<file path="src/rtl/hk_spi_responder.sv">
// rtl/hk_spi_responder.sv - housekeeping SPI responder with register port and flash pass-thru
//
// Oversamples the host SPI pins on the core clock. The first byte is a command and the
// second is an address. Data bytes then stream to or from a byte-wide register port.
// A dedicated command instead bridges the host to the management flash and holds the
// CPU in reset while the bridge is open.
//
// Ports:
//   clock, resetb              core clock, asynchronous active-low reset
//   spi_sck/csb/sdi            host SPI inputs (asynchronous to clock)
//   spi_sdo, spi_sdo_oe        host SPI data out (MSB first) and its output enable
//   reg_addr/wdata/we/re       register port; reg_rdata is sampled the cycle after reg_re
//   reg_rdata                  register read data
//   flash_csb/sck/io0          flash-side SPI, driven only in pass-thru
//   flash_io1                  flash data out, returned to the host in pass-thru
//   pass_thru_active           high while the flash bridge is open
//   cpu_reset                  holds the management CPU in reset during pass-thru

module hk_spi_responder #(
  parameter int         SYNC_STAGES  = 2,
  parameter logic [7:0] PASSTHRU_CMD = 8'hC4
) (
  input  logic       clock,
  input  logic       resetb,
  input  logic       spi_sck,
  input  logic       spi_csb,
  input  logic       spi_sdi,
  output logic       spi_sdo,
  output logic       spi_sdo_oe,
  output logic [7:0] reg_addr,
  output logic [7:0] reg_wdata,
  output logic       reg_we,
  output logic       reg_re,
  input  logic [7:0] reg_rdata,
  output logic       flash_csb,
  output logic       flash_sck,
  output logic       flash_io0,
  input  logic       flash_io1,
  output logic       pass_thru_active,
  output logic       cpu_reset
);

  typedef enum logic [2:0] {IDLE, CMD, ADDR, DATA, IGNORE, PASSTHRU} state_t;

  state_t state_q, state_d;

  logic [SYNC_STAGES-1:0] sck_sync_q, csb_sync_q, sdi_sync_q;
  logic       sck_prev_q;
  logic [2:0] bitcnt_q;
  logic [7:0] rx_q;
  logic [1:0] mode_q;        // bit0 = read, bit1 = write
  logic [2:0] count_q;       // byte count from the command, 0 = stream
  logic [2:0] bytes_q;       // data bytes completed so far
  logic       adv_q;         // address advance pending (one cycle after a data byte)
  logic       rd_pend_q;     // reg_rdata is valid this cycle
  logic [7:0] sdo_shift_q;
  logic       sdo_q, oe_q;
  logic [7:0] reg_addr_q, reg_wdata_q;
  logic       reg_we_q, reg_re_q;
  logic       pt_q, arm_q, flash_csb_q, flash_sck_q, flash_io0_q, cpu_reset_q;

  logic       sck_s, csb_s, sdi_s, sck_rise, shifting, byte_done, last_byte, pt_cond;
  logic [7:0] rx_byte;

  assign sck_s     = sck_sync_q[SYNC_STAGES-1];
  assign csb_s     = csb_sync_q[SYNC_STAGES-1];
  assign sdi_s     = sdi_sync_q[SYNC_STAGES-1];
  assign sck_rise  = sck_s & ~sck_prev_q;
  assign shifting  = (state_q == CMD) || (state_q == ADDR) || (state_q == DATA);
  assign byte_done = shifting && sck_rise && (bitcnt_q == 3'd7);
  assign rx_byte   = {rx_q[6:0], sdi_s};
  assign last_byte = (count_q != 3'd0) && ((bytes_q + 3'd1) == count_q);
  assign pt_cond   = (state_q == PASSTHRU) && !csb_s;

  always_ff @(posedge clock or negedge resetb) begin
    if (!resetb) state_q <= IDLE;
    else         state_q <= state_d;
  end

  always_comb begin
    state_d = state_q;
    case (state_q)
      IDLE: if (!csb_s) state_d = CMD;
      CMD: begin
        if (byte_done) begin
          if (rx_byte == PASSTHRU_CMD)                           state_d = PASSTHRU;
          else if (rx_byte[7:6] != 2'b00 && rx_byte[2:0] == 3'b000) state_d = ADDR;
          else                                                   state_d = IGNORE;
        end
      end
      ADDR: if (byte_done) state_d = DATA;
      DATA: if (byte_done && last_byte) state_d = IGNORE;
      default: state_d = state_q;
    endcase
    // Deselect wins over everything, including a byte finishing in the same cycle.
    if (csb_s) state_d = IDLE;
  end

  always_ff @(posedge clock or negedge resetb) begin
    if (!resetb) begin
      sck_sync_q  <= '0;
      csb_sync_q  <= {SYNC_STAGES{1'b1}};
      sdi_sync_q  <= '0;
      sck_prev_q  <= 1'b0;
      bitcnt_q    <= 3'd0;
      rx_q        <= 8'd0;
      mode_q      <= 2'd0;
      count_q     <= 3'd0;
      bytes_q     <= 3'd0;
      adv_q       <= 1'b0;
      rd_pend_q   <= 1'b0;
      sdo_shift_q <= 8'd0;
      sdo_q       <= 1'b0;
      oe_q        <= 1'b0;
      reg_addr_q  <= 8'd0;
      reg_wdata_q <= 8'd0;
      reg_we_q    <= 1'b0;
      reg_re_q    <= 1'b0;
      pt_q        <= 1'b0;
      arm_q       <= 1'b0;
      flash_csb_q <= 1'b1;
      flash_sck_q <= 1'b0;
      flash_io0_q <= 1'b0;
      cpu_reset_q <= 1'b0;
    end else begin
      sck_sync_q <= {sck_sync_q[SYNC_STAGES-2:0], spi_sck};
      csb_sync_q <= {csb_sync_q[SYNC_STAGES-2:0], spi_csb};
      sdi_sync_q <= {sdi_sync_q[SYNC_STAGES-2:0], spi_sdi};
      sck_prev_q <= sck_s;

      reg_we_q  <= 1'b0;
      reg_re_q  <= 1'b0;
      adv_q     <= 1'b0;
      rd_pend_q <= reg_re_q;

      if (state_q == IDLE) begin
        bitcnt_q <= 3'd0;
        rx_q     <= 8'd0;
        bytes_q  <= 3'd0;
        sdo_q    <= 1'b0;
      end else if (shifting && sck_rise) begin
        rx_q     <= rx_byte;
        bitcnt_q <= bitcnt_q + 3'd1;
      end

      if (state_q == CMD && byte_done) begin
        mode_q  <= rx_byte[7:6];
        count_q <= rx_byte[5:3];
      end

      if (state_q == ADDR && byte_done && !csb_s) begin
        reg_addr_q <= rx_byte;
        reg_re_q   <= mode_q[0];
      end

      // Write strobe lands one cycle after the byte; the address advance and the
      // read of the next address follow a cycle later, so we and re never overlap.
      if (state_q == DATA && byte_done && !csb_s) begin
        bytes_q <= bytes_q + 3'd1;
        if (mode_q[1]) begin
          reg_we_q    <= 1'b1;
          reg_wdata_q <= rx_byte;
        end
        adv_q <= !last_byte;
      end

      if (adv_q && state_q == DATA && !csb_s) begin
        reg_addr_q <= reg_addr_q + 8'd1;
        reg_re_q   <= mode_q[0];
      end

      if (state_q == DATA && sck_rise) begin
        sdo_q       <= sdo_shift_q[6];
        sdo_shift_q <= {sdo_shift_q[6:0], 1'b0};
      end
      if (rd_pend_q) begin
        sdo_shift_q <= reg_rdata;
        sdo_q       <= reg_rdata[7];
      end

      oe_q <= !csb_s && ((state_q == PASSTHRU) ||
                         (state_q == DATA && mode_q[0] && (oe_q || rd_pend_q)));

      // The bridge opens while SCK is still high from the command's last bit; the
      // flash clock is held low until the host's SCK has gone low once, so the
      // flash never sees that leftover edge as a clock.
      pt_q        <= pt_cond;
      arm_q       <= pt_cond && (arm_q || !sck_s);
      flash_csb_q <= !pt_cond;
      flash_sck_q <= pt_cond && arm_q && sck_s;
      flash_io0_q <= pt_cond && arm_q && sdi_s;
      cpu_reset_q <= !flash_csb_q;
    end
  end

  assign spi_sdo          = pt_q ? flash_io1 : sdo_q;
  assign spi_sdo_oe       = oe_q;
  assign reg_addr         = reg_addr_q;
  assign reg_wdata        = reg_wdata_q;
  assign reg_we           = reg_we_q;
  assign reg_re           = reg_re_q;
  assign flash_csb        = flash_csb_q;
  assign flash_sck        = flash_sck_q;
  assign flash_io0        = flash_io0_q;
  assign pass_thru_active = pt_q;
  assign cpu_reset        = cpu_reset_q;

endmodule

</file>
<file path="config.mk">
export PLATFORM = sky130hd
export DESIGN_NAME = hk_spi_responder
export DESIGN_NICKNAME = d
export VERILOG_FILES = /design/src/rtl/hk_spi_responder.sv
export SDC_FILE = /design/constraint.sdc
export NUM_CORES = 1
export LEC_CHECK = 0
export CORE_MARGIN = 4
export CORE_UTILIZATION = 56
export CTS_BUF_LIST = sky130_fd_sc_hd__clkbuf_4
export DETAILED_ROUTE_END_ITERATION = 6
export HOLD_SLACK_MARGIN = 0.03
export PLACE_DENSITY_LB_ADDON = 0.3
export REMOVE_ABC_BUFFERS = 1
export SYNTH_ARGS = -nofsm -noshare
export SYNTH_HDL_FRONTEND = slang
export SYNTH_SLANG_ARGS = --single-unit
</file>
<file path="constraint.sdc">
create_clock -name clock -period 2.4 [get_ports clock]
set_input_delay 0.48 -clock clock [delete_from_list [all_inputs] [get_ports clock]]
set_output_delay 0.48 -clock clock [all_outputs]
set_load 0.05 [all_outputs]
</file>
Yosys cells after proc, flatten, opt, wreduce, memory -nomap -nowiden
Cells that the tools add are included.
Word-level totals
  bits in registers: 63
  bits of input ports: 14
  output and inout port bits: 25
  logic and storage cells: 109
Operators by class
  $add $sub $neg: 3
  eq/ne operators: 10
  mux-type cells: 26
  bitwise logic cells: 2
  reductions and logical operators: 43
Operator list (count)
  two-way mux 3 bit: 10
  two-way mux 7 bit: 4
  logical AND 1 bit: 21
  two-way mux 8 bit: 2
  one-hot mux 3 bit (4 select lines): 1
  nonzero test 2 bit: 5
  two-way mux 1 bit: 9
  != test 3 bit, second input constant: 3
  adder 8 x 1 -> 8 bit, second input constant: 1
  equality test 8 bit, second input constant: 1
  adder 3 x 1 -> 3 bit, second input constant: 2
  equality test 3 x 2 -> 1 bit, second input constant: 2
  equality test 3 bit, second input constant: 2
  zero test 3 bit: 2
  nonzero test 3 bit: 2
  zero test 1 bit: 5
  logical OR 1 bit: 5
  nonzero test 5 bit: 1
  AND reduction 4 bit: 1
  equality test 3 x 1 -> 1 bit, second input constant: 1
  equality test 3 bit: 1
  AND reduction 2 bit: 1
  AND 1 bit: 1
  NOT 1 bit: 1

Depth between registers and ports, before layout
Gate-level depths: netlist of the first run.
  depth after elaboration: 9
  depth in mapped cells: 7
  mapped depth without buffers: 6

Worst setup path after synthesis of the first run
OpenSTA, ideal clock, no wires.
  kind: register -> register
  from: reg bitcnt_q[0]
  to: reg count_q[0]
  setup time: 0.125 ns
  arrival time: 1.734 ns
  required time: 2.275 ns
  setup slack: 0.541 ns
  stages on the path, launching flop included: 7
  buffers on the path: 0
  path through: dfrtp_1 -> ha_1 -> ha_1 -> nand3b_1 -> or3_1 -> nor2_1 -> mux2_2
On the way
  word-level cells in the longest chain between the ends: 3
Ends and longest elaborated chain
  from (decl): RTL line 49  | logic [2:0] bitcnt_q;
  from (signal assigned): RTL line 143  | bitcnt_q <= bitcnt_q + 3'd1;
  equality test 3 bit: RTL line 70  | assign byte_done = shifting && sck_rise && (bitcnt_q == 3'd7);
  logical AND 1 bit: RTL line 70
  logical AND 1 bit: RTL line 146  | if (state_q == CMD && byte_done) begin
  to (signal assigned): RTL line 148  | count_q <= rx_byte[5:3];
  to (decl): RTL line 52  | logic [2:0] count_q;
Every way passes these cells.
A chain may end at the register's enable or synchronous reset.

Final worst setup path of the first run
  from: reg flash_csb_q, in the netlist flash_csb
  to: out flash_csb
RTL lines
  from (decl): RTL line 60  | logic pt_q, arm_q, flash_csb_q, flash_sck_q, flash_io0_q, cpu_reset_q;
  from (signal assigned): RTL line 189  | flash_csb_q <= !pt_cond;
  to (decl): RTL line 35  | output logic flash_csb,
No word-level cell between the ends.

==> flow_summary_export.csv, run 1 <==
group,metric,value,unit
outcome,outcome,"complete, no violations",
critical_path,r2r-start,"bitcnt_q[0]$_DFFE_PN0P_",
global_routing,grt_pass1_vias,1988,
hold_path,min_path_type,"primary input to async pin",
synthesis,ys_seq_area_share,56.4,%
timing,hold_ws,0.0577,ns
synthesis,ys_warn_count,0,
route,drc_errors,0,
synthesis,synth_edf_count,0,
timing,max_freq,454,MHz
power_and_ir_drop,swShare,21.9,%
timing,hold_violations,0,
synthesis,netlist.area_leader.share,53.6,%
cts,cts_tree,"done",
critical_path,crit_path_end,"flash_csb",
critical_path,cp.depth,1,
critical_path,cp.required,1.92,ns
floorplan,initial_core_util,58.5,%
critical_path,cp_data_arrival_time,1.72,ns
timing,drv_slew,0,
cts,numCtsBuffers,9,
global_routing,antenna_found_initial,0,
power_and_ir_drop,pwr-share-clk,40.8,%
power_and_ir_drop,p_int,1.52,mW
power_and_ir_drop,p_sw,0.426,mW
route,routedWlPerCell,15.5,um
floorplan,dieHeight,78.7,um
route,wl_met1,2490,um
timing,relSlewSlack,65.1,%
synthesis,syn_avg_cell_area,11.6,sq um
route,first_iter_violations,163,
cts,cts_root_buf,"clkbuf_4",
synthesis,synth_area_leaders,"dfrtp_1, mux2i_1, mux2_2",
route,drtAntennaViolNets,0,
cts,clk_pin_slew,0.11,ns
global_routing,grtUsageTotal,20.3,%
power_and_ir_drop,leakage,1.54,nW
synthesis,synth-seq-cells,63,
power_and_ir_drop,peakVddDrop,0.406,mV
critical_path,cp-end-kind,"output port",
synthesis,synthTopCellsByCount,"dfrtp_1, mux2i_1, nand2_1, nor2_1, mux2_2",
floorplan,coreArea,0.00479,sq mm
synthesis,synth.distinct_cells,47,
global_routing,grt_first_pass_wirelength,9500,um
floorplan,rows,25,
critical_path,crit_fanout,2,
cells_and_area,syn2layout_area_growth,22.1,%
critical_path,reg2reg_depth,6,
cells_and_area,drive_gt1_share,16.3,%
critical_path,worstPathCellList,"clkdlybuf4s50_1",
route,wl,5530,um
timing,skew,0.00948,ns
flow_run,max_cap_violations,0,
placed_design,gp_congestion,0.861,
critical_path,reg2reg_setup_slack,0.27,ns
floorplan,die_w,78.7,um
power_and_ir_drop,power.density,569,mW/mm^2
synthesis,synthArstFlopShare,100,%
route,via_count,2047,
critical_path,crit_buf_inv,1,
critical_path,cpPeakStageDelay,0.79,ns
synthesis,synthCells,241,
synthesis,post_synth_instance_area,0.00280,sq mm
cts,cts.repair.resized,0,
critical_path,cp_slowest_cell,"clkdlybuf4s50_1",
route,first_pass_iters,4,
cts,cts_setup_buffers,0,
route,top_layer_used,"met4",
critical_path,crit_path_start,"flash_csb$_DFF_PN1_",
cells_and_area,fin_nets,302,
timing,worst_pin_slew,0.520,ns
critical_path,worstReg2RegEnd,"mode_q[0]$_DFFE_PN0P_",
route,wl_met3,252,um
placed_design,dp_hpwl,3710,um
floorplan,io_pins,39,
timing,final-setup-viol-count,0,
floorplan,dieArea,0.00620,sq mm
timing,period_minus_slack,2.20,ns
synthesis,synth_most_common_cell,"dfrtp_1",
cts,clock_latency,0.40,ns
cts,holdBufCountCts,0,
power_and_ir_drop,seq_power_share,55.7,%
power_and_ir_drop,pwr-share-comb,3.5,%
global_routing,grt_max_degree,64,
cts,cts_htree_levels,3,
critical_path,worstSetupPathType,"register to output port",
cells_and_area,diodes,0,
cells_and_area,utilization,71.5,%
critical_path,start_kind,"register",
cts,clkSinkCount,63,
cts,clk_path_buf_depth,2,
critical_path,cp_top_family,"buffers and inverters",
timing,rsz0062_at_grt,"false",
global_routing,globalRouteOverflowTotal,0,
synthesis,synth_ff_type,"dfrtp_1",
synthesis,yosys.area.top_type,"dfrtp_1",
route,dr_wl_met2,2670,um
route,vias_per_cell,5.75,
timing,post-route-period-util,91.7,%
placed_design,io_buffers,38,
## layout make-up
cell class	instances	area, sq um
Sequential cell	63	1580
Fill cell	346	1370
Tap cell	67	83.8
Inverter	8	30.0
Clock inverter	7	87.6
Timing Repair Buffer	41	420
Multi-Input combinational cell	161	1150
Clock buffer	9	67.6
## cells in the final DEF (no fill, tap or decap), types with 3 or more instances in the layout
| master | count |
|---|---|
| mux2i_1 | 20 |
| clkinv_2 | 4 |
| mux2_2 | 15 |
| nor2_1 | 16 |
| or3_1 | 3 |
| nand3_1 | 7 |
| clkdlybuf4s50_1 | 36 |
| dfrtp_1 | 60 |
| xnor2_1 | 3 |
| dfstp_2 | 3 |
| ha_1 | 4 |
| inv_1 | 8 |
| nand3b_1 | 3 |
| nor3_1 | 6 |
| nor2b_1 | 3 |
| nand2_1 | 20 |
| o21ai_0 | 11 |
| and2_1 | 4 |
| o211ai_1 | 5 |
| clkbuf_4 | 9 |
| a21oi_1 | 5 |
## kinds of logic (layout without fill, tap and decap cells)
logic type                 Yosys count  in the layout  synth area share (%)
AOI/OAI and AO/OA                   37             37                  8.80
xor gates and xnor gates             4              4                  1.25
adders and majority gates            4              4                  1.79
buffers and inverters               17             65                  2.73
DFF                                 63             63                  56.4
muxes                               35             35                  13.2
and+or+nand+nor                     81             81                  15.8
## worst min path at each step
stage / start / endpoint / depth (start not counted)
after floorplan: resetb / adv_q$_DFF_PN0_ / 0
after global placement: sdi_sync_q[0]$_DFF_PN0_ / sdi_sync_q[1]$_DFF_PN0_ / 0
after detailed placement: sdi_sync_q[0]$_DFF_PN0_ / sdi_sync_q[1]$_DFF_PN0_ / 0
after CTS: resetb / reg_addr[6]$_DFFE_PN0P_ / 2
after global routing: resetb / reg_addr[1]$_DFFE_PN0P_ / 2
final: resetb / reg_addr[1]$_DFFE_PN0P_ / 2
## registers in the layout (all words and copies together), names as in the netlist, 2 cells and up
| signal | cells |
|---|---|
| state_q | 3 |
| sdo_shift_q | 7 |
| reg_addr | 8 |
| count_q | 3 |
| csb_sync_q | 2 |
| bitcnt_q | 3 |
| reg_wdata | 8 |
| rx_q | 7 |
| mode_q | 2 |
| bytes_q | 3 |
| sck_sync_q | 2 |
| sdi_sync_q | 2 |
## through the flow
| step | power (mW) | setup TNS [ns] | setup WS, ns | cell area (sq um) | instances |
|---|---|---|---|---|---|
| floorplan | 1.12 | -2.47 | -0.255 | 2750 | 232 |
| global placement | 1.17 | 0 | 0.433 | 3260 | 340 |
| detailed placement | 1.17 | 0 | 0.284 | 3260 | 340 |
| CTS | 1.96 | 0 | 0.169 | 3420 | 356 |
| global route | 2.01 | 0 | 0.135 | 3420 | 356 |
| finish | 1.95 | 0 | 0.199 | 3420 | 356 |
## power by group through the flow
stage          Combinational, mW  Sequential [mW]  Clock [mW]
4_1_cts                   0.0705             1.08       0.810
5_1_grt                   0.0764             1.08       0.851
2_1_floorplan             0.0184             1.10           0
3_5_place_dp              0.0694             1.10           0
6_report                  0.0679             1.08       0.794
3_3_place_gp              0.0690             1.10           0
## layer usage
layer | track usage (%) | vias up
met3 | 4.88 | 11
li1 | - | 951
met5 | 0 | -
met1 | 26.7 | 1033
met4 | 10.1 | 0
met2 | 31.5 | 52
Power figures use the tool's default switching activity.
==> inputs of run 2 (changes only) <==
--- a/config.mk
+++ b/config.mk
@@ -5,7 +5,7 @@
 export SDC_FILE = /design/constraint.sdc
 export NUM_CORES = 1
 export LEC_CHECK = 0
-export CORE_MARGIN = 4
+export CORE_MARGIN = 2
 export CORE_UTILIZATION = 56
 export CTS_BUF_LIST = sky130_fd_sc_hd__clkbuf_4
 export DETAILED_ROUTE_END_ITERATION = 6
==> run 2 against run 1 <==
Combinational power increased by 1%. Wire length fell by 5.1%. Setup slack got worse by 0.0013 ns. Via count is 2.8% lower. Non-clock buffer count up 1. First-iteration DRC count increased by 21%.
==> flow_summary_export.csv, run 2 (synthesis results as in run 1) <==
group,metric,value,unit
critical_path,r2r-start,"bitcnt_q[0]$_DFFE_PN0P_",
floorplan,initial_core_util,58.5,%
power_and_ir_drop,totalPowerFinal,1.97,mW
floorplan,dieArea,0.00558,sq mm
critical_path,crit_fanout,2,
cts,cts_setup_buffers,0,
route,via_count,1989,
timing,hold_ws,0.107,ns
timing,rsz0062_at_grt,"false",
critical_path,reg2reg_setup_slack,0.35,ns
global_routing,grt_pass1_vias,1918,
critical_path,crit_path_end,"flash_csb",
cts,clk_path_buf_depth,2,
timing,period_minus_slack,2.20,ns
cells_and_area,drive_gt1_share,16.6,%
placed_design,dp_hpwl,3730,um
floorplan,die_w,74.7,um
placed_design,post-place-ws,0.362,ns
placed_design,io_buffers,38,
route,routedWlPerCell,14.7,um
global_routing,globalRouteOverflowTotal,0,
global_routing,grtUsageTotal,21.4,%
cells_and_area,utilization,71.7,%
critical_path,cp_data_arrival_time,1.72,ns
floorplan,coreArea,0.00479,sq mm
critical_path,cp-end-kind,"output port",
critical_path,worstReg2RegEnd,"mode_q[0]$_DFFE_PN0P_",
timing,max_freq,454,MHz
critical_path,cp.required,1.92,ns
timing,final-setup-viol-count,0,
cts,cts_root_buf,"clkbuf_4",
cells_and_area,diodes,0,
timing,hold_violations,0,
cts,cts_htree_levels,3,
critical_path,cp.depth,1,
route,first_iter_violations,197,
power_and_ir_drop,power.density,573,mW/mm^2
timing,drv_slew,0,
route,vias_per_cell,5.57,
route,drtAntennaViolNets,0,
timing,post-route-period-util,91.7,%
placed_design,place_area,0.00327,sq mm
outcome,outcome,"complete, no violations",
global_routing,grt_max_degree,31,
timing,worst_pin_slew,0.666,ns
critical_path,crit_path_start,"flash_csb$_DFF_PN1_",
global_routing,grt_first_pass_wirelength,8980,um
floorplan,dieHeight,74.7,um
critical_path,worstSetupPathType,"register to output port",
floorplan,rows,25,
cts,clock_latency,0.39,ns
critical_path,worstPathCellList,"clkdlybuf4s50_1",
cts,cts.repair.resized,0,
cells_and_area,layout_common_cells,"dfrtp_1, clkdlybuf4s50_1, nand2_1, mux2i_1, nor2_1",
route,wl,5250,um
cts,holdBufCountCts,0,
cts,cts_tree,"done",
critical_path,cpPeakStageDelay,0.79,ns
timing,worst_slack,0.198,ns
cells_and_area,mostFrequentLayoutCell,"dfrtp_1",
floorplan,io_pins,39,
critical_path,crit_buf_inv,1,
timing,setup_tns,0,ns
route,drc_errors,0,
critical_path,cp_top_family,"buffers and inverters",
global_routing,antenna_found_initial,0,
timing,skew,0.0143,ns
cts,numCtsBuffers,9,
cells_and_area,syn2layout_area_growth,22.6,%
hold_path,min_path_type,"primary input to async pin",
cells_and_area,fin_cells,357,
critical_path,reg2reg_depth,6,
placed_design,gp_congestion,0.899,
cells_and_area,final_cell_area,0.00343,sq mm
power_and_ir_drop,peakVddDrop,0.402,mV
cells_and_area,fin_nets,303,
cts,clkSinkCount,63,
cts,clk_pin_slew,0.10,ns
route,first_pass_iters,4,
timing,relSlewSlack,55.6,%
power_and_ir_drop,leakage,1.55,nW
placed_design,dp_cells,341,
critical_path,start_kind,"register",
flow_run,max_cap_violations,0,
critical_path,cp_slowest_cell,"clkdlybuf4s50_1",
[run 2: cell count changes in the layout (fill, tap and decap cells not counted), sizes merged]
cell / change
clkinvlp: -1
clkinv: -2
buf: +1
clkbuf: +3
[run 2: worst min-delay path by stage]
stage,startpoint,endpoint,slack (ns),cells after the start
floorplan,resetb,adv_q$_DFF_PN0_,0.18,0
global placement,sdi_sync_q[0]$_DFF_PN0_,sdi_sync_q[1]$_DFF_PN0_,0.33,0
detailed placement,sck_sync_q[0]$_DFF_PN0_,sck_sync_q[1]$_DFF_PN0_,0.34,0
CTS,resetb,reg_addr[3]$_DFFE_PN0P_,0.12,1
global route,resetb,spi_sdo_oe$_DFF_PN0_,0.14,1
finish,resetb,reg_addr[3]$_DFFE_PN0P_,0.11,1
[run 2: final cells by class]
class	instances	area, sq um
fillers	351	1350
inverters	8	30.0
clock buffers	12	90.1
flip-flops and latches	63	1580
well taps	67	83.8
clock inverters	4	70.1
multi-input cells	161	1150
repair buffers	42	428
[run 2: layer usage]
| layer | up-vias | GRT usage [%] | wire length (um) |
|---|---|---|---|
| met5 | - | 0 | 0 |
| met4 | 0 | 9.33 | 85 |
| met3 | 9 | 4.69 | 265 |
| met2 | 45 | 32.8 | 2410 |
| met1 | 981 | 29.5 | 2480 |
| li1 | 954 | - | - |
[run 2: where the power goes]
group          leakage [nW]  switching [mW]  internal [mW]  total, mW
clock network        0.0913           0.359          0.456      0.814
logic                 0.643          0.0350         0.0337     0.0687
registers             0.819          0.0119           1.07       1.08
total                  1.55           0.406           1.56       1.97
==> inputs of run 3 (changes only) <==
--- a/config.mk
+++ b/config.mk
@@ -5,13 +5,13 @@
 export SDC_FILE = /design/constraint.sdc
 export NUM_CORES = 1
 export LEC_CHECK = 0
-export CORE_MARGIN = 2
 export CORE_UTILIZATION = 56
 export CTS_BUF_LIST = sky130_fd_sc_hd__clkbuf_4
 export DETAILED_ROUTE_END_ITERATION = 6
 export HOLD_SLACK_MARGIN = 0.03
-export PLACE_DENSITY_LB_ADDON = 0.3
+export PLACE_DENSITY = 0.87
 export REMOVE_ABC_BUFFERS = 1
+export SLEW_MARGIN = 20
 export SYNTH_ARGS = -nofsm -noshare
 export SYNTH_HDL_FRONTEND = slang
 export SYNTH_SLANG_ARGS = --single-unit
==> run 3 against run 2 <==
Critical path depth unchanged. Global-route usage increased by 1.5 points. Die area decreased by 5.3%. Fmax increased by 0.74%. Clock power decreased by 33%. Final area decreased by 2.0%. First-iteration DRC count decreased by 25%. Clock skew increased by 0.00087 ns. Sequential share of layout area increased by 0.96 points. Total power decreased by 14%. Worst hold slack got worse by 0.018 ns. Largest cell class unchanged. Largest power group unchanged.
==> flow_summary_export.csv, run 3 (synthesis results as in run 1) <==
group,metric,value,unit
outcome,outcome,"complete, no violations",
timing,hold_ws,0.0886,ns
global_routing,antenna_found_initial,0,
floorplan,initial_core_util,58.9,%
cells_and_area,utilization,70.7,%
critical_path,cp_top_family,"buffers and inverters",
route,drtAntennaViolNets,0,
critical_path,start_kind,"register",
floorplan,die_w,72.7,um
timing,period_minus_slack,2.19,ns
hold_path,min_path_type,"primary input to async pin",
cts,cts_htree_levels,3,
critical_path,worstPathCellList,"clkdlybuf4s50_1",
cts,clock_latency,0.40,ns
cells_and_area,fin_cells,356,
route,first_iter_violations,148,
critical_path,cp_slowest_cell,"clkdlybuf4s50_1",
critical_path,cpPeakStageDelay,0.79,ns
cts,clk_path_buf_depth,2,
power_and_ir_drop,power.density,505,mW/mm^2
placed_design,post-place-ws,0.333,ns
cells_and_area,fill_cells,353,
timing,setup_tns,0,ns
route,via_count,1986,
critical_path,worstSetupPathType,"register to output port",
global_routing,grt_max_degree,37,
placed_design,dp_cells,340,
timing,final-setup-viol-count,0,
cts,holdBufCountCts,0,
timing,relSlewSlack,58.8,%
timing,rsz0062_at_grt,"false",
route,first_pass_iters,5,
floorplan,dieHeight,72.7,um
cells_and_area,drive_gt1_share,14.9,%
route,routedWlPerCell,14.7,um
cells_and_area,fin_nets,302,
critical_path,crit_fanout,2,
timing,drv_slew,0,
cts,clk_pin_slew,0.10,ns
power_and_ir_drop,peakVddDrop,0.382,mV
cts,cts_setup_buffers,0,
placed_design,gp_congestion,0.889,
cells_and_area,layout_common_cells,"dfrtp_1, clkdlybuf4s50_1, nand2_1, mux2i_1, nor2_1",
cells_and_area,final_cell_area,0.00336,sq mm
flow_run,max_cap_violations,0,
placed_design,dp_hpwl,3680,um
critical_path,cp.required,1.92,ns
timing,max_freq,458,MHz
placed_design,place_area,0.00326,sq mm
critical_path,crit_buf_inv,1,
cts,numCtsBuffers,9,
timing,worst_slack,0.214,ns
cells_and_area,multi_input_area,0.00115,sq mm
route,drc_errors,0,
global_routing,grt_pass1_vias,1993,
timing,skew,0.0151,ns
power_and_ir_drop,totalPowerFinal,1.70,mW
global_routing,grt_first_pass_wirelength,9070,um
critical_path,cp_data_arrival_time,1.71,ns
cells_and_area,mostFrequentLayoutCell,"dfrtp_1",
route,vias_per_cell,5.58,
placed_design,io_buffers,38,
global_routing,globalRouteOverflowTotal,0,
cts,clkSinkCount,63,
cts,cts_root_buf,"clkbuf_4",
critical_path,cp-end-kind,"output port",
floorplan,coreArea,0.00475,sq mm
floorplan,dieArea,0.00529,sq mm
cts,cts.repair.resized,0,
cells_and_area,ff_latch_area,0.00158,sq mm
cts,cts_tree,"done",
timing,hold_violations,0,
floorplan,rows,25,
floorplan,io_pins,39,
route,wl,5230,um
cells_and_area,diodes,0,
global_routing,grtUsageTotal,22.9,%
timing,worst_pin_slew,0.619,ns
cells_and_area,syn2layout_area_growth,20.1,%
timing,post-route-period-util,91.1,%
power_and_ir_drop,leakage,1.52,nW
run 3: cell types whose count changed in the layout (fill, tap and decap cells not counted):
cell       change
clkinv_2       +1
bufinv_16      -2
buf_4          -1
clkbuf_4       -3
clkinv_1       +4
run 3: area by class of cell:
cell class / instances / area share, %
flip-flops and latches: 63 / 47.0
well taps: 67 / 2.49
repair buffers: 41 / 12.5
inverters: 8 / 0.893
clock buffers: 9 / 2.01
multi-input cells: 161 / 34.2
clock inverters: 7 / 0.893
run 3: report_power, final:
group	leakage, nW	total, mW	switching, mW	internal [mW]
logic	0.639	0.0672	0.0346	0.0326
clock network	0.0594	0.547	0.353	0.194
registers	0.819	1.08	0.0118	1.07
total	1.52	1.70	0.400	1.30
run 3: worst paths after layout:
kind	to	from	slack (ns)	cells past startpoint
hold reg to reg	sck_sync_q[1]$_DFF_PN0_	sck_sync_q[0]$_DFF_PN0_	0.36	0
hold / removal	reg_wdata[4]$_DFFE_PN0P_	resetb	0.09	1
max in group asynchronous	state_q[0]$_DFFE_PN0P_	resetb	1.71	2
setup / recovery	flash_csb	flash_csb$_DFF_PN1_	0.21	1
min in group clock	sck_sync_q[1]$_DFF_PN0_	sck_sync_q[0]$_DFF_PN0_	0.36	0
setup reg to reg	mode_q[1]$_DFFE_PN0P_	bitcnt_q[0]$_DFFE_PN0P_	0.31	6
run 3: metal layers:
metal	vias up	GRT usage [%]	wire length [um]
li1	955	-	-
met1	954	29.9	2400
met2	64	36.2	2450
met3	13	6.49	299
met4	0	9.15	85
met5	-	0	0
run 3: worst reg2reg max path, delay by kind of cell, from the launching register on:
family,cells,cell delay [ns]
AND/OR/NAND/NOR,3,0.89
adder cells (fa/ha/maj),2,0.31
multiplexers,1,0.39
flip-flops,1,0.39
